## src/rtl/alu_share_arbiter.sv

```systemverilog
// Round-robin front end that lets two requesters share one combinational ALU.
// A winning bundle is registered onto the ALU inputs, and the result comes back tagged with the requester ID.
module alu_share_arbiter #(
    parameter int WIDTH = 32
) (
    input  logic             clk,
    input  logic             rst_n,
    input  logic             req0_valid,
    output logic             req0_ready,
    input  logic [WIDTH-1:0] req0_op1,
    input  logic [WIDTH-1:0] req0_op2,
    input  logic [2:0]       req0_operation,
    input  logic             req0_mode,
    input  logic             req1_valid,
    output logic             req1_ready,
    input  logic [WIDTH-1:0] req1_op1,
    input  logic [WIDTH-1:0] req1_op2,
    input  logic [2:0]       req1_operation,
    input  logic             req1_mode,
    output logic [WIDTH-1:0] alu_op1,
    output logic [WIDTH-1:0] alu_op2,
    output logic [2:0]       alu_operation,
    output logic             alu_mode,
    input  logic [WIDTH-1:0] alu_out,
    input  logic             alu_carry,
    input  logic             alu_zero,
    input  logic             alu_overflow,
    input  logic             alu_sign,
    output logic             rsp_valid,
    input  logic             rsp_ready,
    output logic             rsp_id,
    output logic [WIDTH-1:0] rsp_out,
    output logic [3:0]       rsp_flags,
    output logic             busy
);

    typedef enum logic [1:0] {
        IDLE  = 2'd0,
        ISSUE = 2'd1,
        RESP  = 2'd2
    } state_t;

    state_t           state_q, state_d;
    logic             last_grant_q, last_grant_d;
    logic             id_q, id_d;
    logic [WIDTH-1:0] op1_q, op1_d;
    logic [WIDTH-1:0] op2_q, op2_d;
    logic [2:0]       opr_q, opr_d;
    logic             mode_q, mode_d;
    logic [WIDTH-1:0] out_q, out_d;
    logic [3:0]       flags_q, flags_d;
    logic             rsp_valid_q, rsp_valid_d;
    logic             grant_vld;
    logic             grant_id;

    // On contention the requester that did not win last time gets the grant.
    always_comb begin
        grant_vld = 1'b0;
        grant_id  = 1'b0;
        if (state_q == IDLE) begin
            if (req0_valid && req1_valid) begin
                grant_vld = 1'b1;
                grant_id  = ~last_grant_q;
            end else if (req0_valid) begin
                grant_vld = 1'b1;
            end else if (req1_valid) begin
                grant_vld = 1'b1;
                grant_id  = 1'b1;
            end
        end
    end

    assign req0_ready = grant_vld && !grant_id;
    assign req1_ready = grant_vld && grant_id;

    always_comb begin
        state_d      = state_q;
        last_grant_d = last_grant_q;
        id_d         = id_q;
        op1_d        = op1_q;
        op2_d        = op2_q;
        opr_d        = opr_q;
        mode_d       = mode_q;
        out_d        = out_q;
        flags_d      = flags_q;
        rsp_valid_d  = rsp_valid_q;
        case (state_q)
            IDLE: begin
                if (grant_vld) begin
                    state_d      = ISSUE;
                    last_grant_d = grant_id;
                    id_d         = grant_id;
                    op1_d        = grant_id ? req1_op1 : req0_op1;
                    op2_d        = grant_id ? req1_op2 : req0_op2;
                    opr_d        = grant_id ? req1_operation : req0_operation;
                    mode_d       = grant_id ? req1_mode : req0_mode;
                end
            end
            ISSUE: begin
                // ALU inputs have been stable for a full cycle; its outputs are settled.
                state_d     = RESP;
                out_d       = alu_out;
                flags_d     = {alu_carry, alu_zero, alu_overflow, alu_sign};
                rsp_valid_d = 1'b1;
            end
            RESP: begin
                if (rsp_ready) begin
                    state_d     = IDLE;
                    rsp_valid_d = 1'b0;
                end
            end
            default: state_d = IDLE;
        endcase
    end

    always_ff @(posedge clk or negedge rst_n) begin
        if (!rst_n) begin
            state_q      <= IDLE;
            last_grant_q <= 1'b1;
            id_q         <= 1'b0;
            op1_q        <= '0;
            op2_q        <= '0;
            opr_q        <= '0;
            mode_q       <= 1'b0;
            out_q        <= '0;
            flags_q      <= '0;
            rsp_valid_q  <= 1'b0;
        end else begin
            state_q      <= state_d;
            last_grant_q <= last_grant_d;
            id_q         <= id_d;
            op1_q        <= op1_d;
            op2_q        <= op2_d;
            opr_q        <= opr_d;
            mode_q       <= mode_d;
            out_q        <= out_d;
            flags_q      <= flags_d;
            rsp_valid_q  <= rsp_valid_d;
        end
    end

    assign alu_op1       = op1_q;
    assign alu_op2       = op2_q;
    assign alu_operation = opr_q;
    assign alu_mode      = mode_q;
    assign rsp_valid     = rsp_valid_q;
    assign rsp_id        = id_q;
    assign rsp_out       = out_q;
    assign rsp_flags     = flags_q;
    assign busy          = (state_q != IDLE);

endmodule

```

## config.mk

```make
export PLATFORM = sky130hd
export DESIGN_NAME = alu_share_arbiter
export DESIGN_NICKNAME = d
export VERILOG_FILES = /design/src/rtl/alu_share_arbiter.sv
export SDC_FILE = /design/constraint.sdc
export NUM_CORES = 1
export LEC_CHECK = 0
export ABC_AREA = 1
export BUFFER_PORTS_ARGS = -buffer_cell sky130_fd_sc_hd__buf_2
export CAP_MARGIN = 20
export CORE_ASPECT_RATIO = 1.5
export CORE_MARGIN = 3
export CORE_UTILIZATION = 45
export CTS_CLUSTER_DIAMETER = 30
export DETAILED_ROUTE_END_ITERATION = 8
export GPL_TIMING_DRIVEN = 0
export PLACE_DENSITY = 0.9
export RECOVER_POWER = 50
export SKIP_CTS_REPAIR_TIMING = 1
export SLEW_MARGIN = 30
export SYNTH_ARGS = -nofsm -noshare
export SYNTH_HDL_FRONTEND = slang
export SYNTH_SLANG_ARGS = --single-unit
```

## constraint.sdc

```tcl
create_clock -name clk -period 1.6 [get_ports clk]
set_clock_uncertainty 0.05 [all_clocks]
set_input_delay 0.24 -clock clk [delete_from_list [all_inputs] [get_ports clk]]
set_output_delay 0.24 -clock clk [all_outputs]
set_load 0.05 [all_outputs]
```

# Word-level counts from Yosys, hierarchy flattened
# Cells that the tools add are included.
[word_totals]
register_bits = 109
in_bits = 177
output_inout_bits = 109
elab_cells = 41
[op_classes]
eq_ne = 4
muxes = 16
n_bitwise = 1
reduce_logical = 10
[ops]
columns = ["operator", "count"]
rows = [
  ["two-way mux 32 bit", 2],
  ["two-way mux 1 bit", 9],
  ["case mux 2 bit (3 select lines)", 1],
  ["AND reduction 2 bit", 3],
  ["two-way mux 2 bit", 2],
  ["!= test 2 bit (second input constant)", 2],
  ["nonzero test 2 bit", 2],
  ["logical AND 1 bit", 3],
  ["two-way mux 3 bit", 1],
  ["equality test 2 x 1 -> 1 bit (second input constant)", 1],
  ["equality test 2 bit (second input constant)", 1],
  ["logical NOT 2 bit", 1],
  ["case mux 1 bit (2 select lines)", 1],
  ["logical NOT 1 bit", 1],
  ["NOT 1 bit", 1],
]

# Depth between registers and ports, before layout
# Gate-level depths: netlist of the first run.
[logic_depth]
depth_word = 6
mapped_depth = 7
depth_no_buf = 6

# Worst setup path before layout of the first run
# OpenSTA, ideal clock, no wires.
[synth_timing]
kind = "reg-to-output"
startpoint = "reg last_grant_q"
endpoint = "out req0_ready"
arrival_time_ps = 1260
t_required_ps = 1310
slack_ps = 50
path_stages_with_launch = 6
path_buffers = 1
path_cell_list = "dfstp_2 nand2_2 buf_4 nand3_1 nand2_1 inv_1"
[synth_via]
elab_chain_len = 5
[synth_rtl]
columns = ["item", "line", "rtl"]
rows = [
  ["start: declaration", "44", "logic last_grant_q, last_grant_d;"],
  ["start signal: assignment", "130", "last_grant_q <= last_grant_d;"],
  ["NOT 1 bit", "63", "grant_id = ~last_grant_q;"],
  ["two-way mux 1 bit", "61", "if (req0_valid && req1_valid) begin"],
  ["two-way mux 1 bit", "60", "if (state_q == IDLE) begin"],
  ["logical NOT 1 bit", "73", "assign req0_ready = grant_vld && !grant_id;"],
  ["logical AND 1 bit", "73", ""],
  ["end: declaration", "9", "output logic req0_ready,"],
]
# Every way passes these cells.

# Final worst setup path of the first run
[layout_timing]
startpoint = "reg state_q[1]"
endpoint = "out req0_ready"
[layout_via]
elab_chain_len = 4
elab_cells_between_ends = 5
classes_between = "mux (2); reduce/logical (3)"
[layout_rtl]
columns = ["item", "line", "rtl"]
rows = [
  ["start: declaration", "43", "state_t state_q, state_d;"],
  ["start signal: assignment", "129", "state_q <= state_d;"],
  ["logical NOT 2 bit *", "60", ""],
  ["two-way mux 1 bit", "60", ""],
  ["logical NOT 1 bit", "73", ""],
  ["logical AND 1 bit *", "73", ""],
]
# Mark *: on every way between the ends. The rest lies on a longest branch, timed or not.

==> impl_metrics.tcl, run 1 <==
set metrics [dict create \
    fin_area_mm2 0.007243 \
    cp-end-kind "output pin" \
    postPlaceCellArea_mm2 0.006748 \
    core_mm2 0.01106 \
    synth-async-reset-ratio_pct 100.0 \
    initial_utilization_pct 46.21 \
    tns_ns -0.3508 \
    fin_crit_sh_pct 108.5 \
    routabilityCongestion 0.8577 \
    viasPerCell 5.557 \
    drive_above_1_share_pct 42.34 \
    die-area_mm2 0.01269 \
    critPathLaunch "state_q[1]$_DFFE_PN0P_" \
    initialDrtViolationCount 469 \
    worstPathRequired_ns 1.31 \
    wl_mm 17.85 \
    antenna_cells 0 \
    die_y_um 136.5 \
    synth_mux_area_share_pct 0 \
    synth_cell_types 17 \
    min_path_type "primary input to register" \
    synth_top_area_share_pct 52.90 \
    fin_hold_ws_ns 0.04142 \
    vias 5751 \
    status "finished with violations" \
    tightest_slew_ns 1.035 \
    firstDrtPassIters 5 \
    vdd_drop_max_v 0.001155 \
    wl_per_cell_um 17.24 \
    die_w_um 93.00 \
    synth_compound_area_share_pct 0.1959 \
    hold_viol 0 \
    num-fill-cells 910 \
    worst_slack_ns -0.1366 \
    syn_inst 572 \
    max_slew_margin_pct 31.01 \
    dpl.hpwl_mm 13.17 \
    synth.area.top_cells "dfrtp_1 53%, nand4_1 17%, nand2_1 13%, nand3_1 6.9%, buf_6 3.5%" \
    pre_cts_ws_ns -0.09871 \
    num_io_pins 286 \
    fmax_mhz 575.8 \
    cts_tree "yes" \
    p_per_area_mw_per_mm2 2599 \
    yosysTopAreaCell "dfrtp_1" \
    synth_edf_count 0 \
    yosys_warnings 0 \
    min_from "alu_out[22]" \
    grt_max_degree 72 \
    arrival_ns 1.45 \
    synth-seq-cells 109 \
    rsz0062_at_grt "yes" \
    synth_top_family_by_area "simple AND/OR/NAND/NOR gates" \
    root_buffer "clkbuf_16" \
    track_usage_pct 27.17 \
    synth_xor_area_share_pct 0 \
    period_minus_slack_ns 1.737 \
    seq_area_frac_synth_pct 53.42 \
    cp_max_fo 4 \
    power_mw 18.83 \
    cts_buffer_depth 2 \
    critPathLaunchType "register" \
    ys.flop_type "dfrtp_1" \
    cts.clk_slew.worst_paths_ns 0.08 \
    reg2reg_from "last_grant_q$_DFFE_PN1P_" \
    violations "setup timing" \
    drc 0 \
    h-tree-depth 3 \
    grt.overflow.total 0 \
    syn_to_final_growth_pct 41.78 \
    antenna_left 0 \
    yosys.area_share.simple_pct 37.82 \
    drv_cap 0 \
    synth_fa_ha_area_share_pct 0 \
    clk_latency_ns 0.34 \
    port_buffers 284 \
    fp-row-count 47 \
    setup_viol 3 \
    antenna_found_initial 0 \
    cts.sinks 109 \
    cts_buffers 9 \
    final_nets 1060 \
    syn_area_mm2 0.005109 \
    avgSynthCellArea_um2 8.931 \
    drv_slew 0 \
    syn_nets 749 \
    critical_path_class "register to output pin" \
    grt_pass1_vias 5502 \
    leakage_nw 3.936 \
    grt_first_pass_wirelength_mm 27.14 \
]
critical path: stages, from the launching register on:
cell and delay [ns]:
dfrtp_2 0.44, nor2_4 0.18, buf_6 0.15, nand3_4 0.07
nand2_1 0.07, inv_1 0.04, buf_6 0.14
cell type report:
type                    instances  area [um^2]  area share, %
repair buffers                300         1583          21.85
clock buffers                  10        239.0          3.299
inverters                       9        33.78         0.4664
well taps                     147        183.9          2.539
clock inverters                 6        77.57          1.071
multi-input cells             396         1964          27.12
plain buffers                  58        431.7          5.960
flip-flops and latches        109         2730          37.69
layout by cell type, fill, tap and decap left out, drive strengths merged:
cell type | synthesis | layout
clkinv | 0 | 2
dfstp | 1 | 1
o21ai | 2 | 2
bufinv | 0 | 1
nand4 | 136 | 136
inv | 9 | 11
clkbuf | 10 | 22
buf | 48 | 345
clkinvlp | 0 | 1
dlygate4sd3 | 0 | 1
dfrtp | 108 | 108
nand2 | 186 | 186
nand3 | 70 | 70
nor2 | 2 | 2
flip-flops by register name, summed over array words and instances, names as in the netlist:
| name | count |
|---|---|
| rsp_id | 1 |
| state_q | 2 |
| last_grant_q | 1 |
| alu_mode | 1 |
| rsp_valid | 1 |
| rsp_flags | 4 |
| alu_op2 | 32 |
| rsp_out | 32 |
| alu_op1 | 32 |
| alu_operation | 3 |
layer usage:
layer,GRT usage [%],wire (um)
met1,31.53,6483
met2,47.37,9189
met3,5.996,1571
met4,12.96,602
met5,0,0
stage by stage:
stage               util (%)  instances
CTS                    63.90       1020
floorplan                  -        572
finish                 65.52       1035
global route           65.52       1035
detailed placement     61.03       1004
global placement       60.73       1003
cell usage after synthesis (2+ instances only):
cell / instances
inv_2: 2
clkbuf_1: 10
nand2_1: 182
o21ai_0: 2
buf_6: 16
inv_1: 7
buf_4: 11
buf_2: 20
nand4_1: 136
nand2_2: 3
dfrtp_1: 108
nand3_1: 70
report_power, final:
group / total [mW] / internal (mW) / switching [mW]
Sequential: 4.92 / 4.16 / 0.764
Clock: 2.33 / 1.29 / 1.04
Combinational: 11.6 / 3.06 / 8.51
path summary, 6_finish.rpt:
path                                           end  slack (ns)  cells past startpoint
setup reg to reg           alu_op2[28]$_DFFE_PN0P_        0.05                      7
hold reg to reg             rsp_out[4]$_DFFE_PN0P_        0.42                      2
min in group asynchronous  rsp_out[26]$_DFFE_PN0P_        0.56                      2
setup / recovery                        req0_ready       -0.14                      6
max in group asynchronous  alu_op2[13]$_DFFE_PN0P_        0.05                      3
hold / removal             rsp_out[22]$_DFFE_PN0P_        0.04                      3
kinds of logic (layout without fill, tap and decap cells):
logic type / after synthesis / after routing
AO/OA/AOI/OAI: 2 / 2
flip-flops: 109 / 109
AND/OR/NAND/NOR: 394 / 394
buffers and inverters: 67 / 383
Note: power is estimated with default switching activity, not from simulation.
==> run 2, diff against run 1 <==
--- a/config.mk
+++ b/config.mk
@@ -15,7 +15,6 @@
 export DETAILED_ROUTE_END_ITERATION = 8
 export GPL_TIMING_DRIVEN = 0
 export PLACE_DENSITY = 0.9
-export RECOVER_POWER = 50
 export SKIP_CTS_REPAIR_TIMING = 1
 export SLEW_MARGIN = 30
 export SYNTH_ARGS = -nofsm -noshare
==> run 2 against run 1 <==
Effect of this change:
- the flow still finishes with violations (setup timing)
- via count increased by 0.35%
- largest power group unchanged
- non-clock buffer count is the same
- count of clock-buffer cells in the layout unchanged
- die area stayed put
- register-to-register slack barely moved
- design area hardly changed
- critical path depth unchanged
==> impl_metrics.tcl, run 2 (synthesis results as in run 1) <==
set metrics [dict create \
    fp-row-count 47 \
    seq_power_share_pct 26.1 \
    p_int_mw 8.506 \
    cts_buffers 9 \
    grt.overflow.total 0 \
    fmax_mhz 575.9 \
    vdd_drop_max_v 0.001154 \
    cp_max_fo 4 \
    clk_latency_ns 0.34 \
    arrival_ns 1.45 \
    initialDrtViolationCount 442 \
    antenna_left 0 \
    drv_slew 0 \
    cts_tree "yes" \
    final_cell_mix "300 x buf_2, 182 x nand2_1, 136 x nand4_1" \
    multi_input_area_mm2 0.001964 \
    critPathLaunch "state_q[1]$_DFFE_PN0P_" \
    setup_viol 3 \
    worst_slack_ns -0.1365 \
    initial_utilization_pct 46.21 \
    critical_path_class "register to output pin" \
    violations "setup timing" \
    fin_crit_sh_pct 108.5 \
    p_per_area_mw_per_mm2 2596 \
    die_w_um 93.00 \
    wl_per_cell_um 17.25 \
    min_path_cells 3 \
    dp.cells 1004 \
    final_common_cell "buf_2" \
    utilization_pct 65.57 \
    min_path_type "primary input to register" \
    die-area_mm2 0.01269 \
    final_nets 1060 \
    core_mm2 0.01106 \
    postPlaceCellArea_mm2 0.006748 \
    track_usage_pct 27.17 \
    cp-end-kind "output pin" \
    leakage_nw 3.938 \
    port_buffers 284 \
    routabilityCongestion 0.8577 \
    viasPerCell 5.576 \
    fin_area_mm2 0.007249 \
    num_io_pins 286 \
    antenna_cells 0 \
    reg2reg_from "last_grant_q$_DFFE_PN1P_" \
    root_buffer "clkbuf_16" \
    firstDrtPassIters 5 \
    critPathLaunchType "register" \
    tightest_slew_ns 0.5460 \
    drc 0 \
    instances_no_fill 1035 \
    cts.clk_slew.worst_paths_ns 0.07 \
    worstPathRequired_ns 1.31 \
    syn_to_final_growth_pct 41.91 \
    status "finished with violations" \
    die_y_um 136.5 \
    reg2reg_depth 7 \
    period_minus_slack_ns 1.737 \
    wl_mm 17.85 \
    rsz0062_at_grt "yes" \
    pre_cts_ws_ns -0.09871 \
    drive_above_1_share_pct 42.34 \
    clkPwrFrac_pct 12.4 \
    cts.sinks 109 \
    swShare_pct 54.81 \
    fin_hold_ws_ns 0.04409 \
    register_area_mm2 0.002730 \
    dpl.hpwl_mm 13.17 \
    vias 5771 \
    antenna_found_initial 0 \
    h-tree-depth 3 \
    drv_cap 0 \
    grt_max_degree 72 \
    min_from "alu_out[22]" \
    cts_buffer_depth 2 \
    grt_pass1_vias 5502 \
    pwr-share-comb_pct 61.5 \
    grt_first_pass_wirelength_mm 27.14 \
    num-fill-cells 908 \
    max_slew_margin_pct 63.60 \
    hold_viol 0 \
    p_sw_mw 10.32 \
]
==> run 2: layout make-up <==
class / count / share of cell area, %
timing repair buffer: 300 / 21.92
clock buffer: 10 / 3.297
inverter: 9 / 0.4660
multi-input combinational: 396 / 27.10
sequential: 109 / 37.66
buffer: 58 / 5.954
tap: 147 / 2.537
clock inverter: 6 / 1.070
==> run 2: worst paths after layout <==
path / to / slack, ns
max in group asynchronous: alu_op2[13]$_DFFE_PN0P_ / 0.50
worst max-delay path: req0_ready / -0.14
worst max register to register: alu_op2[28]$_DFFE_PN0P_ / 0.05
min in group asynchronous: rsp_out[26]$_DFFE_PN0P_ / 0.31
worst min-delay path: rsp_out[22]$_DFFE_PN0P_ / 0.04
worst min register to register: rsp_out[4]$_DFFE_PN0P_ / 0.42
==> run 2: power by group through the flow <==
| stage | combinational (mW) | clock [mW] | sequential, mW |
|---|---|---|---|
| CTS | 11.2 | 2.37 | 4.89 |
| global route | 12.3 | 2.51 | 5.04 |
| finish | 11.6 | 2.33 | 4.91 |
| floorplan | 3.61 | 0 | 9.52 |
| detailed placement | 11.2 | 0 | 4.91 |
| global placement | 11.0 | 0 | 4.87 |
==> run 2: critical path, stage by stage (launching register included) <==
cell	delay, ns
dfrtp_2	0.44
nor2_4	0.18
buf_6	0.15
nand3_4	0.07
nand2_1	0.07
inv_1	0.04
buf_6	0.14
==> run 2: stage by stage <==
stage           TNS, ns  total power [mW]
6_report        -0.3500             18.82
5_1_grt         -0.7035             19.86
4_1_cts          -1.175             18.46
3_5_place_dp   -0.09871             16.10
3_3_place_gp    -103.32             15.87
2_1_floorplan         0             13.14
==> run 2: per-layer routing <==
metal	vias up	share of wire, %	GRT usage [%]
met4	0	3.8	12.96
met3	58	9.1	5.996
met1	2731	36	31.53
met5	-	0	0
met2	351	51	47.37
li1	2631	-	-
==> run 3, diff against run 2 <==
--- a/config.mk
+++ b/config.mk
@@ -6,15 +6,15 @@
 export NUM_CORES = 1
 export LEC_CHECK = 0
 export ABC_AREA = 1
-export BUFFER_PORTS_ARGS = -buffer_cell sky130_fd_sc_hd__buf_2
+export BUFFER_PORTS_ARGS = -buffer_cell sky130_fd_sc_hd__buf_4
 export CAP_MARGIN = 20
 export CORE_ASPECT_RATIO = 1.5
 export CORE_MARGIN = 3
 export CORE_UTILIZATION = 45
 export CTS_CLUSTER_DIAMETER = 30
 export DETAILED_ROUTE_END_ITERATION = 8
-export GPL_TIMING_DRIVEN = 0
 export PLACE_DENSITY = 0.9
+export SETUP_SLACK_MARGIN = 0.1
 export SKIP_CTS_REPAIR_TIMING = 1
 export SLEW_MARGIN = 30
 export SYNTH_ARGS = -nofsm -noshare
==> run 3 against run 2 <==
Effect of this change:
- the run still ends with setup timing left
- combinational power is essentially flat
- worst hold slack gained 0.00058 ns
- die area is the same
- non-clock buffer count shrank 43
- count of clock-buffer cells in the layout is the same
- critical path depth shrank 1
- fmax shrank 2.4%
- global-route usage shrank 1.4 points
- largest cell class unchanged
- largest power group unchanged
==> impl_metrics.tcl, run 3 (synthesis results as in run 1) <==
set metrics [dict create \
    rsz0062_at_grt "yes" \
    critical_path_class "register to output pin" \
    fp-row-count 47 \
    grt_pass1_vias 5132 \
    routabilityCongestion 0.8188 \
    wl_per_cell_um 17.54 \
    port_buffers 285 \
    tightest_slew_ns 0.4721 \
    min_path_type "primary input to register" \
    wl_mm 17.39 \
    final_common_cell "buf_4" \
    fmax_mhz 562.1 \
    vdd_drop_max_v 0.001334 \
    grt_max_degree 57 \
    drc 0 \
    core_mm2 0.01106 \
    die_y_um 136.5 \
    worstPathRequired_ns 1.31 \
    antenna_left 0 \
    vias 5469 \
    cts_buffer_depth 2 \
    cts_tree "yes" \
    initialDrtViolationCount 357 \
    cp-end-kind "output pin" \
    status "finished with violations" \
    critPathLaunchType "register" \
    p_per_area_mw_per_mm2 2484 \
    h-tree-depth 3 \
    cts_buffers 9 \
    root_buffer "clkbuf_16" \
    cp_max_fo 8 \
    max_slew_margin_pct 68.53 \
    utilization_pct 69.68 \
    track_usage_pct 25.75 \
    tns_ns -0.4778 \
    clk_latency_ns 0.33 \
    pre_cts_ws_ns 0.1506 \
    cts.sinks 109 \
    grt.overflow.total 0 \
    drive_above_1_share_pct 40.76 \
    instances_no_fill 991 \
    die_w_um 93.00 \
    grt_first_pass_wirelength_mm 25.62 \
    wl_met3_mm 1.506 \
    dp.cells 967 \
    final_nets 1017 \
    period_minus_slack_ns 1.779 \
    final_cell_mix "301 x buf_4, 181 x nand2_1, 136 x nand4_1" \
    drv_slew 0 \
    cts.clk_slew.worst_paths_ns 0.07 \
    top_layer_used "met4" \
    antenna_cells 0 \
    arrival_ns 1.49 \
    drv_cap 0 \
    firstDrtPassIters 5 \
    initial_utilization_pct 46.21 \
    num_io_pins 286 \
    worst_slack_ns -0.1790 \
    fin_hold_ws_ns 0.04466 \
    die-area_mm2 0.01269 \
    met2WireLength_mm 8.974 \
    fin_crit_sh_pct 111.2 \
    viasPerCell 5.519 \
    leakage_nw 4.005 \
    hold_viol 0 \
    syn_to_final_growth_pct 50.80 \
    antenna_found_initial 0 \
    dpl.hpwl_mm 12.46 \
    num-fill-cells 868 \
    setup_viol 3 \
    violations "setup timing" \
    wirelength_met1_mm 6.398 \
]
-- run 3: cell count changes in the layout (fill, tap and decap cells not counted), sizes merged --
| cell | previous run | this run |
|---|---|---|
| buf | 346 | 313 |
| clkbuf | 21 | 11 |
| inv | 11 | 10 |
-- run 3: final timing paths --
check | start | endpoint | slack [ns] | cells after the start
setup / recovery | state_q[1]$_DFFE_PN0P_ | busy | -0.18 | 5
hold / removal | alu_out[9] | rsp_out[9]$_DFFE_PN0P_ | 0.04 | 3
setup reg to reg | state_q[1]$_DFFE_PN0P_ | alu_op2[29]$_DFFE_PN0P_ | 0.01 | 7
hold reg to reg | rsp_flags[2]$_DFFE_PN0P_ | rsp_flags[2]$_DFFE_PN0P_ | 0.42 | 2
max in group asynchronous | rst_n | alu_op1[23]$_DFFE_PN0P_ | 0.59 | 3
min in group asynchronous | rst_n | rsp_out[3]$_DFFE_PN0P_ | 0.30 | 2
-- run 3: through the flow --
| step | total power, mW | area [um^2] |
|---|---|---|
| global route | 20.11 | 7704 |
| finish | 19.14 | 7704 |
| global placement | 16.37 | 7277 |
| CTS | 18.86 | 7574 |
| detailed placement | 16.62 | 7277 |
| floorplan | 13.15 | 5112 |
-- run 3: area by class of cell --
cell class | instances | area [um^2] | share of cell area, %
clock buffers | 10 | 239.0 | 3.102
clock inverters | 5 | 57.56 | 0.7471
repair buffers | 315 | 2499 | 32.43
multi-input cells | 396 | 1954 | 25.37
flip-flops and latches | 109 | 2730 | 35.44
well taps | 147 | 183.9 | 2.388
inverters | 9 | 40.04 | 0.5197
-- run 3: worst max-delay path, cell delays in order (launching register included) --
cell	delay, ns
dfrtp_2	0.43
nor2_4	0.22
buf_4	0.16
buf_8	0.11
inv_1	0.04
buf_4	0.18
-- run 3: where the power goes --
| part | internal [mW] | total [mW] | switching [mW] |
|---|---|---|---|
| registers | 4.16 | 4.96 | 0.806 |
| logic | 3.63 | 11.9 | 8.31 |
| clock network | 1.25 | 2.24 | 0.982 |
| total | 9.04 | 19.1 | 10.1 |
-- run 3: layer usage --
layer,vias up,track usage [%]
li1,2555,-
met1,2578,30.27
met2,299,45.65
met3,37,6.051
met4,0,9.291
met5,-,0
